[config.mk]
export PLATFORM = sky130hd
export DESIGN_NAME = branch_offset_encoder
export DESIGN_NICKNAME = d
export VERILOG_FILES = /design/src/rtl/branch_offset_encoder.sv
export SDC_FILE = /design/constraint.sdc
export NUM_CORES = 1
export LEC_CHECK = 0
export BUFFER_PORTS_ARGS = -buffer_cell sky130_fd_sc_hd__clkbuf_2
export CORE_UTILIZATION = 40
export DETAILED_ROUTE_END_ITERATION = 7
export HOLD_SLACK_MARGIN = 0.1
export MAX_ROUTING_LAYER = met4
export PLACE_DENSITY = 0.62
export RECOVER_POWER = 25
export SLEW_MARGIN = 30
export SYNTH_ARGS = -nofsm -noshare
export SYNTH_HDL_FRONTEND = slang
export SYNTH_SLANG_ARGS = --single-unit
export TNS_END_PERCENT = 100
[constraint.sdc]
create_clock -name clk -period 2.8 [get_ports clk]
set_clock_uncertainty 0.05 [all_clocks]
set_input_delay 0.84 -clock clk [delete_from_list [all_inputs] [get_ports clk]]
set_output_delay 0.84 -clock clk [all_outputs]
set_load 0.01 [all_outputs]
[src/rtl/branch_offset_encoder.sv]
// Two-stage branch offset encoder: target - pc -> halfword immediate plus alignment/range flags.
// Optional range check is built only when BROFF_RANGE_CHECK_EN is defined.
module branch_offset_encoder #(
   parameter int IMM_BITS = 13
) (
   input  logic        clk,
   input  logic        reset,
   input  logic        in_valid,
   output logic        in_ready,
   input  logic [31:0] pc,
   input  logic [31:0] target,
   output logic        out_valid,
   input  logic        out_ready,
   output logic [31:0] imm_out,
   output logic        misaligned,
   output logic        out_of_range,
   output logic [15:0] err_count
);

   logic        s1_valid;
   logic [31:0] s1_diff;
   logic        s2_valid;
   logic        s2_free;
   logic        s1_adv;
   logic        in_fire;
   logic        out_fire;
   logic        err_hit;

   // S2 can accept when empty or draining this cycle, so a full pipe shifts with no bubble.
   assign s2_free   = !s2_valid || out_ready;
   assign s1_adv    = s1_valid && s2_free;
   assign in_ready  = !reset && (!s1_valid || s1_adv);
   assign in_fire   = in_valid && in_ready;
   assign out_fire  = s2_valid && out_ready;
   assign out_valid = s2_valid;

   always_ff @(posedge clk or posedge reset) begin
      if (reset) begin
         s1_valid <= 1'b0;
         s1_diff  <= 32'd0;
      end else if (in_fire) begin
         s1_valid <= 1'b1;
         s1_diff  <= target - pc;
      end else if (s1_adv) begin
         s1_valid <= 1'b0;
      end
   end

   always_ff @(posedge clk or posedge reset) begin
      if (reset) begin
         s2_valid   <= 1'b0;
         imm_out    <= 32'd0;
         misaligned <= 1'b0;
      end else if (s1_adv) begin
         s2_valid   <= 1'b1;
         imm_out    <= {s1_diff[31], s1_diff[31:1]};
         misaligned <= s1_diff[0];
      end else if (out_fire) begin
         s2_valid   <= 1'b0;
      end
   end

`ifdef BROFF_RANGE_CHECK_EN
   // Upper bound is 2^(N-1)-2 because the encoded offset is always even.
   localparam logic signed [31:0] RANGE_MIN = -(32'sd1 <<< (IMM_BITS - 1));
   localparam logic signed [31:0] RANGE_MAX = (32'sd1 <<< (IMM_BITS - 1)) - 32'sd2;

   logic range_err;

   always_comb begin
      range_err = ($signed(s1_diff) < RANGE_MIN) || ($signed(s1_diff) > RANGE_MAX);
   end

   always_ff @(posedge clk or posedge reset) begin
      if (reset) begin
         out_of_range <= 1'b0;
      end else if (s1_adv) begin
         out_of_range <= range_err;
      end
   end
`else
   assign out_of_range = 1'b0;
`endif

   assign err_hit = out_fire && (misaligned || out_of_range);

   always_ff @(posedge clk or posedge reset) begin
      if (reset) begin
         err_count <= 16'd0;
      end else if (err_hit && (err_count != 16'hFFFF)) begin
         err_count <= err_count + 16'd1;
      end
   end

endmodule

# Word level (Yosys, flattened, before mapping)
# Cells that the tools add are included.
classes:
  add_sub_neg: 2
  eq_ne: 1
  n_mux: 4
  reduce_logical: 13
ops:
  columns: ["operator", "n"]
  rows:
  - ["subtractor 32 bit", 1]
  - ["adder 16 x 1 -> 16 bit, second input constant", 1]
  - ["inequality test 16 bit, second input constant", 1]
  - ["logical AND 1 bit", 6]
  - ["two-way mux 1 bit", 4]
  - ["nonzero test 2 bit", 2]
  - ["zero test 1 bit", 3]
  - ["logical OR 1 bit", 2]
word_totals:
  ff_bits: 82
  in_bits: 68
  out_inout_bits: 52
  word_cells: 26

# Depth between registers and ports, before layout
# Gate-level depths: netlist of the first run.
logic_depth:
  word_depth: 7
  mapped_depth: 11
  depth_no_buf: 11

# Worst setup path before layout of the first run
# OpenSTA, ideal clock, no wires.
synth_path:
  path_kind: "in2reg"
  from: "in target[0]"
  to: "reg s1_diff[28]"
  arrival_ns: 2.796
  required_ns: 2.616
  setup_slack_ns: -0.181
  cell_stages: 11
  path_cell_list: "inv_1 -> ha_1 -> fa_1 -> nand2b_1 -> a21oi_1 -> o21ai_0 -> a21oi_1 -> a211oi_1 -> o31ai_1 -> xnor2_1 -> o21ai_0"
synth_via:
  elab_chain_cells: 1
synth_lines:
  columns: ["item", "line_no", "source"]
  rows:
  - ["from (decl)", "11", "input logic [31:0] target,"]
  - ["subtractor 32 bit", "43", "s1_diff <= target - pc;"]
  - ["to (signal assigned)", "43", null]
  - ["to (decl)", "21", "logic [31:0] s1_diff;"]
# Every way passes these cells.
# A chain may end at the register's enable or synchronous reset.

# Worst setup path in the final report of the first run
layout_path:
  from: "in pc[2]"
  to: "reg s1_diff[29]"
layout_via:
  elab_chain_cells: 1
layout_lines:
  columns: ["item", "line_no", "source"]
  rows:
  - ["from (decl)", "10", "input logic [31:0] pc,"]
  - ["subtractor 32 bit", "43", null]
# Every way passes these cells.

==> impl_results.md, run 1 <==
* Leading area contributor after synthesis: dfrtp_1
* Setup WS pre-CTS at -320 ps
* R2r setup slk at 730 ps
* Leakage power at 3.39 nW
* Startpoint types: input pin
* GRT Residual Overflow at 0
* Max_cap viols at 1
* Fmax at 369 MHz
* Final hold violation count at 0
* Avg Cell Area, Syn at 9.43 sq um
* Multi-input logic area at 2820 sq um
* Outcome: complete, but fails checks
* Final slew viol count at 30
* Core Footprint at 12100 sq um
* Minimum clock period at 2710 ps
* Critical path, cell by cell: clkbuf_2 > inv_1 > ha_1 > o211ai_1 > a21oi_2 > o211ai_2 > o31ai_2 > o2111ai_1 > a21o_1 > a21boi_1 > mux2_2
* CTS tree: built
* Final period util at 96.8%
* Fillers at 1074
* Sequential area share after synthesis at 41.4%
* Worst path max stage delay at 350 ps
* DRT iter0 DRCs at 190
* Area Overhead vs Synth at 34.1%
* Clk root buf: clkbuf_16
* Synth top area share at 41.4%
* Diodes inserted at 0
* Worst setup margin at 88.2 ps
* IO Count at 120
* Global-route wire length before repair at 19900 microns
* H-tree depth at 3
* Top delay family on crit path: compound AO/OA/AOI/OAI gates
* Crit end category: flip-flop
* Initial Utilization at 41.1%
* Die H at 113 microns
* CTS Sinks at 82
* Number of global-route vias before repair at 4119
* CP max stage cell: ha_1
* Vias at 4340
* Type of the worst min-delay path: flip-flop to flip-flop
* Drc violations at 0
* Initial antenna violation count at 0
* Cells after synthesis at 526
* Latest clock arrival within the worst-skew pair at 330 ps
* Synth cell types at 53
* DR WL/cell at 13.8 microns
* Critical path class: input pin to flip-flop
* Die ar. at 12900 sq um
* Mapped cell area at 4960 sq um
* Post-CTS setup buffers at 0
* Register area at 2050 sq um
* Port Buf Inserts at 118
* Actual slew at the worst max-slew pin at 1590 ps
* Final setup viols at 0
* CTS Buf Count at 9
* Violated checks: capacitance limit, slew limit
* Worst vdd ir at 301 uV
* Layout cells sized above 1 at 37.5%
* Critical path data arrival time at 2880 ps
* DRT Pass-1 Iters at 4
* Worst hold margin at 428 ps
* RSZ-0062 raised after global routing: true
* Final HPWL DP at 9520 microns
* FP Rows at 40
* Crit path max fanout at 3
* Area contributors post-synth: dfrtp_1, ha_1, mux2_2
* Post-route ant nets at 0
* Commonest non-fill, non-tap cell in the layout: clkbuf_2
* CP required at 2970 ps
* Post-synth EDFFs at 0
* Via density at 4.97
* Longest Clk Path Bufs at 2
* Worst path bufs/invs at 2
* Flops & latches, synth at 82
* Fraction of registers with async set/reset at 100%
* Synthesized Nets at 627
* Slew Limit Headroom at -6.26%
* Dominant synthesized flop cell: dfrtp_1
* Die X-Extent at 113 microns
* GPL Wtd Cong at 0.876
* Nets@finish at 802
* Most frequent cells in the layout: clkbuf_2, dfrtp_1, buf_4
* Power per standard cell area at 651 nW/um^2
* Global-route usage over all layers at 20.0%
* Largest net degree at the start of global routing at 54
* DRT Wirelength at 12000 microns
* Hold_buf cts at 0
* Worst-path clk slew at 60 ps
* YS warnings at 0
==> tightest hold or removal path, stage by stage (launching register included) <==
cell	delay [ps]
dfrtp_1	340
nand2_1	40
o21ai_0	60
==> registers in the layout, summed over array words and instances (netlist names) <==
register	flops
err_count	16
imm_out	31
misaligned	1
out_valid	1
s1_diff	32
s1_valid	1
==> path summary, 6_finish.rpt <==
kind                              startpoint       endpoint  cells after the start
min in group asynchronous              reset   err_count[9]                      3
max in group asynchronous              reset    s1_diff[20]                      3
worst max register to register  err_count[3]  err_count[11]                      7
worst min register to register   s1_diff[14]    s1_diff[14]                      2
worst max-delay path                   pc[2]    s1_diff[29]                     11
worst min-delay path             s1_diff[14]    s1_diff[14]                      2
==> layer usage <==
metal | track usage (%) | up-vias | part of all wire [%]
met5 | - | - | 0
met4 | 5.88 | 0 | 1.4
met3 | 3.11 | 13 | 4.3
met2 | 29.9 | 132 | 46
met1 | 28.0 | 1994 | 49
li1 | - | 2201 | -
==> cell families after synthesis <==
kind of cell    count (synthesis)  share of synthesized area, %
flops                          82                          41.4
xor+xnor                       37                          6.53
other cells                     1                        0.0756
compound gates                132                          16.5
buf+inv                        61                          4.77
fa+ha+maj                      33                          8.47
mux                            36                          8.15
simple gates                  144                          14.1
==> timing repair <==
action                                  CTS  global route
resized for setup                         3            11
endpoints found under the setup margin    3             8
pin swaps                                 4             7
==> final cells by class <==
class                      count  area share, %
inverter                      41           2.33
timing repair buffer         184           16.4
clock inverter                 6           1.20
multi-input combinational    383           42.5
tap                          168           3.16
clock buffer                  10           3.59
sequential                    82           30.9
==> cell usage after synthesis (all sizes together), types with 4 or more instances <==
| cell | number |
|---|---|
| o31ai | 7 |
| xor2 | 13 |
| nand2b | 10 |
| dfrtp | 82 |
| nand3 | 11 |
| nor2 | 17 |
| mux2 | 35 |
| xnor2 | 24 |
| o21ai | 41 |
| o211ai | 5 |
| buf | 5 |
| nand2 | 63 |
| inv | 41 |
| nand4 | 7 |
| a21o | 10 |
| nor3 | 8 |
| and3 | 14 |
| clkbuf | 15 |
| ha | 32 |
| and2 | 4 |
| a21oi | 41 |
==> per-stage QoR <==
step / TNS [ps] / power (W) / area, sq um / utilization (%) / std cells
2_1_floorplan: -14.7 / 0.00249 / 5060 / - / 526
3_3_place_gp: -2880 / 0.00306 / 6320 / 52.4 / 858
3_5_place_dp: -3450 / 0.00311 / 6320 / 52.4 / 858
4_1_cts: 0 / 0.00437 / 6650 / 55.1 / 874
5_1_grt: -5.62 / 0.00460 / 6650 / 55.1 / 874
6_report: 0 / 0.00433 / 6650 / 55.1 / 874
==> power by group <==
group	total, W	switching (W)	internal, W
Combinational	0.00136	0.000682	0.000683
Clock	0.00125	0.000453	0.000798
Sequential	0.00172	0.000207	0.00151
Power figures use the tool's default switching activity.
==> run 2, diff against run 1 <==
Clock period 2.8 ns to 2.25 ns, I/O delays scaled along.
==> run 2 against run 1 <==
  * The flow finishes with violations (setup timing)
  * Largest power group unchanged
  * Final cell count up 5.4%
  * Sequential share of layout area down 3.3 points
  * Highest routed layer unchanged
  * Wire length up 12%
==> impl_results.md, run 2 (synthesis gave the netlist of run 1 again) <==
* Outcome: complete, but fails checks
* Vias at 4563 (+5.1%)
* Fmax at 403 MHz
* M2 GR Usage at 35.2% (+5.4 points)
* CTS Sinks at 82 (unchanged)
* H-tree depth at 3 (unchanged)
* Final period util at 110%
* Actual slew at the worst max-slew pin at 952 ps (-642 ps)
* Crit end category: flip-flop
* R2r setup slk at 180 ps (-550 ps)
* Met1 Usage GRT at 29.9% (+1.9 points)
* Reg2Reg Depth at 7 (unchanged)
* Initial antenna violation count at 0 (unchanged)
* Longest Clk Path Bufs at 2 (unchanged)
* Slew Limit Headroom at 36.2% (+42 points)
* Worst r2r src: err_count[0]
* Violated checks: setup timing
* DRT Wirelength at 13400 microns (+12%)
* Diodes inserted at 0 (unchanged)
* Nets@finish at 849 (+5.9%)
* Worst vdd ir at 350 uV (+16%)
* Worst hold start: s1_diff[2]
* Top flop regs: s1_diff: 32 flops, imm_out: 31 flops, err_count: 16 flops
* Worst-path clk slew at 60 ps (about the same)
* CTS tree: built
* Placed insts at 888 (+3.5%)
* GRT Residual Overflow at 0 (unchanged)
* Largest net degree at the start of global routing at 34 (-37%)
* CTS Buf Count at 9 (unchanged)
* Initial Utilization at 41.1% (unchanged)
* Max_cap viols at 0 (-1)
* Reg2reg end: err_count[11]
* Gr busiest metal: met2
* Final setup viols at 16 (+16)
* DR WL/cell at 14.6 microns (+5.9%)
* Clk root buf: clkbuf_16
* Drc violations at 0 (unchanged)
* Type of the worst min-delay path: flip-flop to flip-flop
* IO Count at 120 (unchanged)
* Power per standard cell area at 746 nW/um^2 (+15%)
* Die ar. at 12900 sq um (unchanged)
* RSZ-0062 raised after global routing: true
* Total power at 0.00556 W (+28%)
* Die X-Extent at 113 microns (unchanged)
* Final hold violation count at 0 (unchanged)
* DRT Pass-1 Iters at 4 (unchanged)
* Final slew viol count at 0 (-100%)
* Worst hold margin at 426 ps (-2.17 ps)
* FP Rows at 40 (unchanged)
* Hold depth at 2 (unchanged)
* Fin Setup TNS at -1960 ps (-1960 ps)
* Global-route usage over all layers at 22.1% (+2.2 points)
* Via density at 4.95 (-0.23%)
* Met3 Usage GRT at 2.04% (-1.1 points)
* WHS Endpoint: s1_diff[2]
* Startpoint types: input pin
* Number of global-route vias before repair at 4420 (+7.3%)
* Critical path data arrival time at 2650 ps (-230 ps)
* Max reg flops at 32 (unchanged)
* Layout cells sized above 1 at 47.9% (+10 points)
* Critical path class: input pin to flip-flop
* Post-route ant nets at 0 (unchanged)
* Final std cells w/o fill at 921 (+5.4%)
* Global-route wire length before repair at 21700 microns (+9.1%)
* Hold_buf cts at 0 (unchanged)
* Latest clock arrival within the worst-skew pair at 330 ps (about the same)
* Leakage power at 3.69 nW (+8.8%)
* Final HPWL DP at 10200 microns (+7.2%)
* Most flop-heavy register: s1_diff
* CP required at 2420 ps (-550 ps)
* Area Overhead vs Synth at 50.1%
* DRT iter0 DRCs at 204 (+7.4%)
* Core Footprint at 12100 sq um (unchanged)
* GPL Wtd Cong at 1.00 (+14%)
* Crit path max fanout at 4 (+1)
* Most frequent cells in the layout: clkbuf_2, buf_4, dfrtp_1
* Commonest non-fill, non-tap cell in the layout: clkbuf_2
* Die H at 113 microns (unchanged)
* Port Buf Inserts at 118 (unchanged)
* Minimum clock period at 2480 ps
* Worst setup margin at -233 ps (-321 ps)
[run 2: worst max-delay path: stages]
cell	delay [ps]
clkbuf_2	100
ha_4	240
and3_4	190
and3_4	190
buf_4	140
a32oi_4	200
o31ai_4	120
o2111ai_2	210
a21o_1	210
a21boi_2	80
mux2_4	290
[run 2: through the flow]
step / setup slack, ps / cell area (sq um) / utilization, %
floorplan: -364 / 5190 / -
detailed placement: -683 / 6660 / 55.2
global placement: -650 / 6660 / 55.2
global route: -281 / 7450 / 61.8
finish: -233 / 7450 / 61.8
CTS: -212 / 7300 / 60.6
[run 2: where the power goes]
part	total [W]	switching (W)	internal, W
Sequential	0.00215	0.000270	0.00188
Clock	0.00145	0.000558	0.000890
Combinational	0.00196	0.000943	0.00102
[run 2: per-layer routing]
metal | up-vias | routed length, microns
met4 | 0 | 199
met3 | 12 | 472
met1 | 2150 | 6340
met2 | 112 | 6430
li1 | 2289 | -
met5 | - | 0
[run 2: worst max path at each step]
stage                from  slack (ps)          end
2_1_floorplan      pc[18]        -360  s1_diff[29]
4_1_cts             pc[2]        -210  s1_diff[29]
3_3_place_gp    target[0]        -650  s1_diff[22]
5_1_grt             pc[5]        -280  s1_diff[29]
3_5_place_dp    target[0]        -680  s1_diff[22]
6_report       target[18]        -230  s1_diff[29]
[run 2: what timing repair did]
action                     in CTS  in global routing
resized for setup              57                 26
pin swaps                      49                 30
setup endpoints to repair      18                 22
setup buffers                  12                  5
[run 2: area by class of cell]
class,instances,area [sq um]
clock buffer,12,246
multi-input combinational,383,3180
clock inverter,4,51.3
timing repair buffer,231,1540
tap,168,210
fill,1027,4610
sequential,82,2050
inverter,41,173
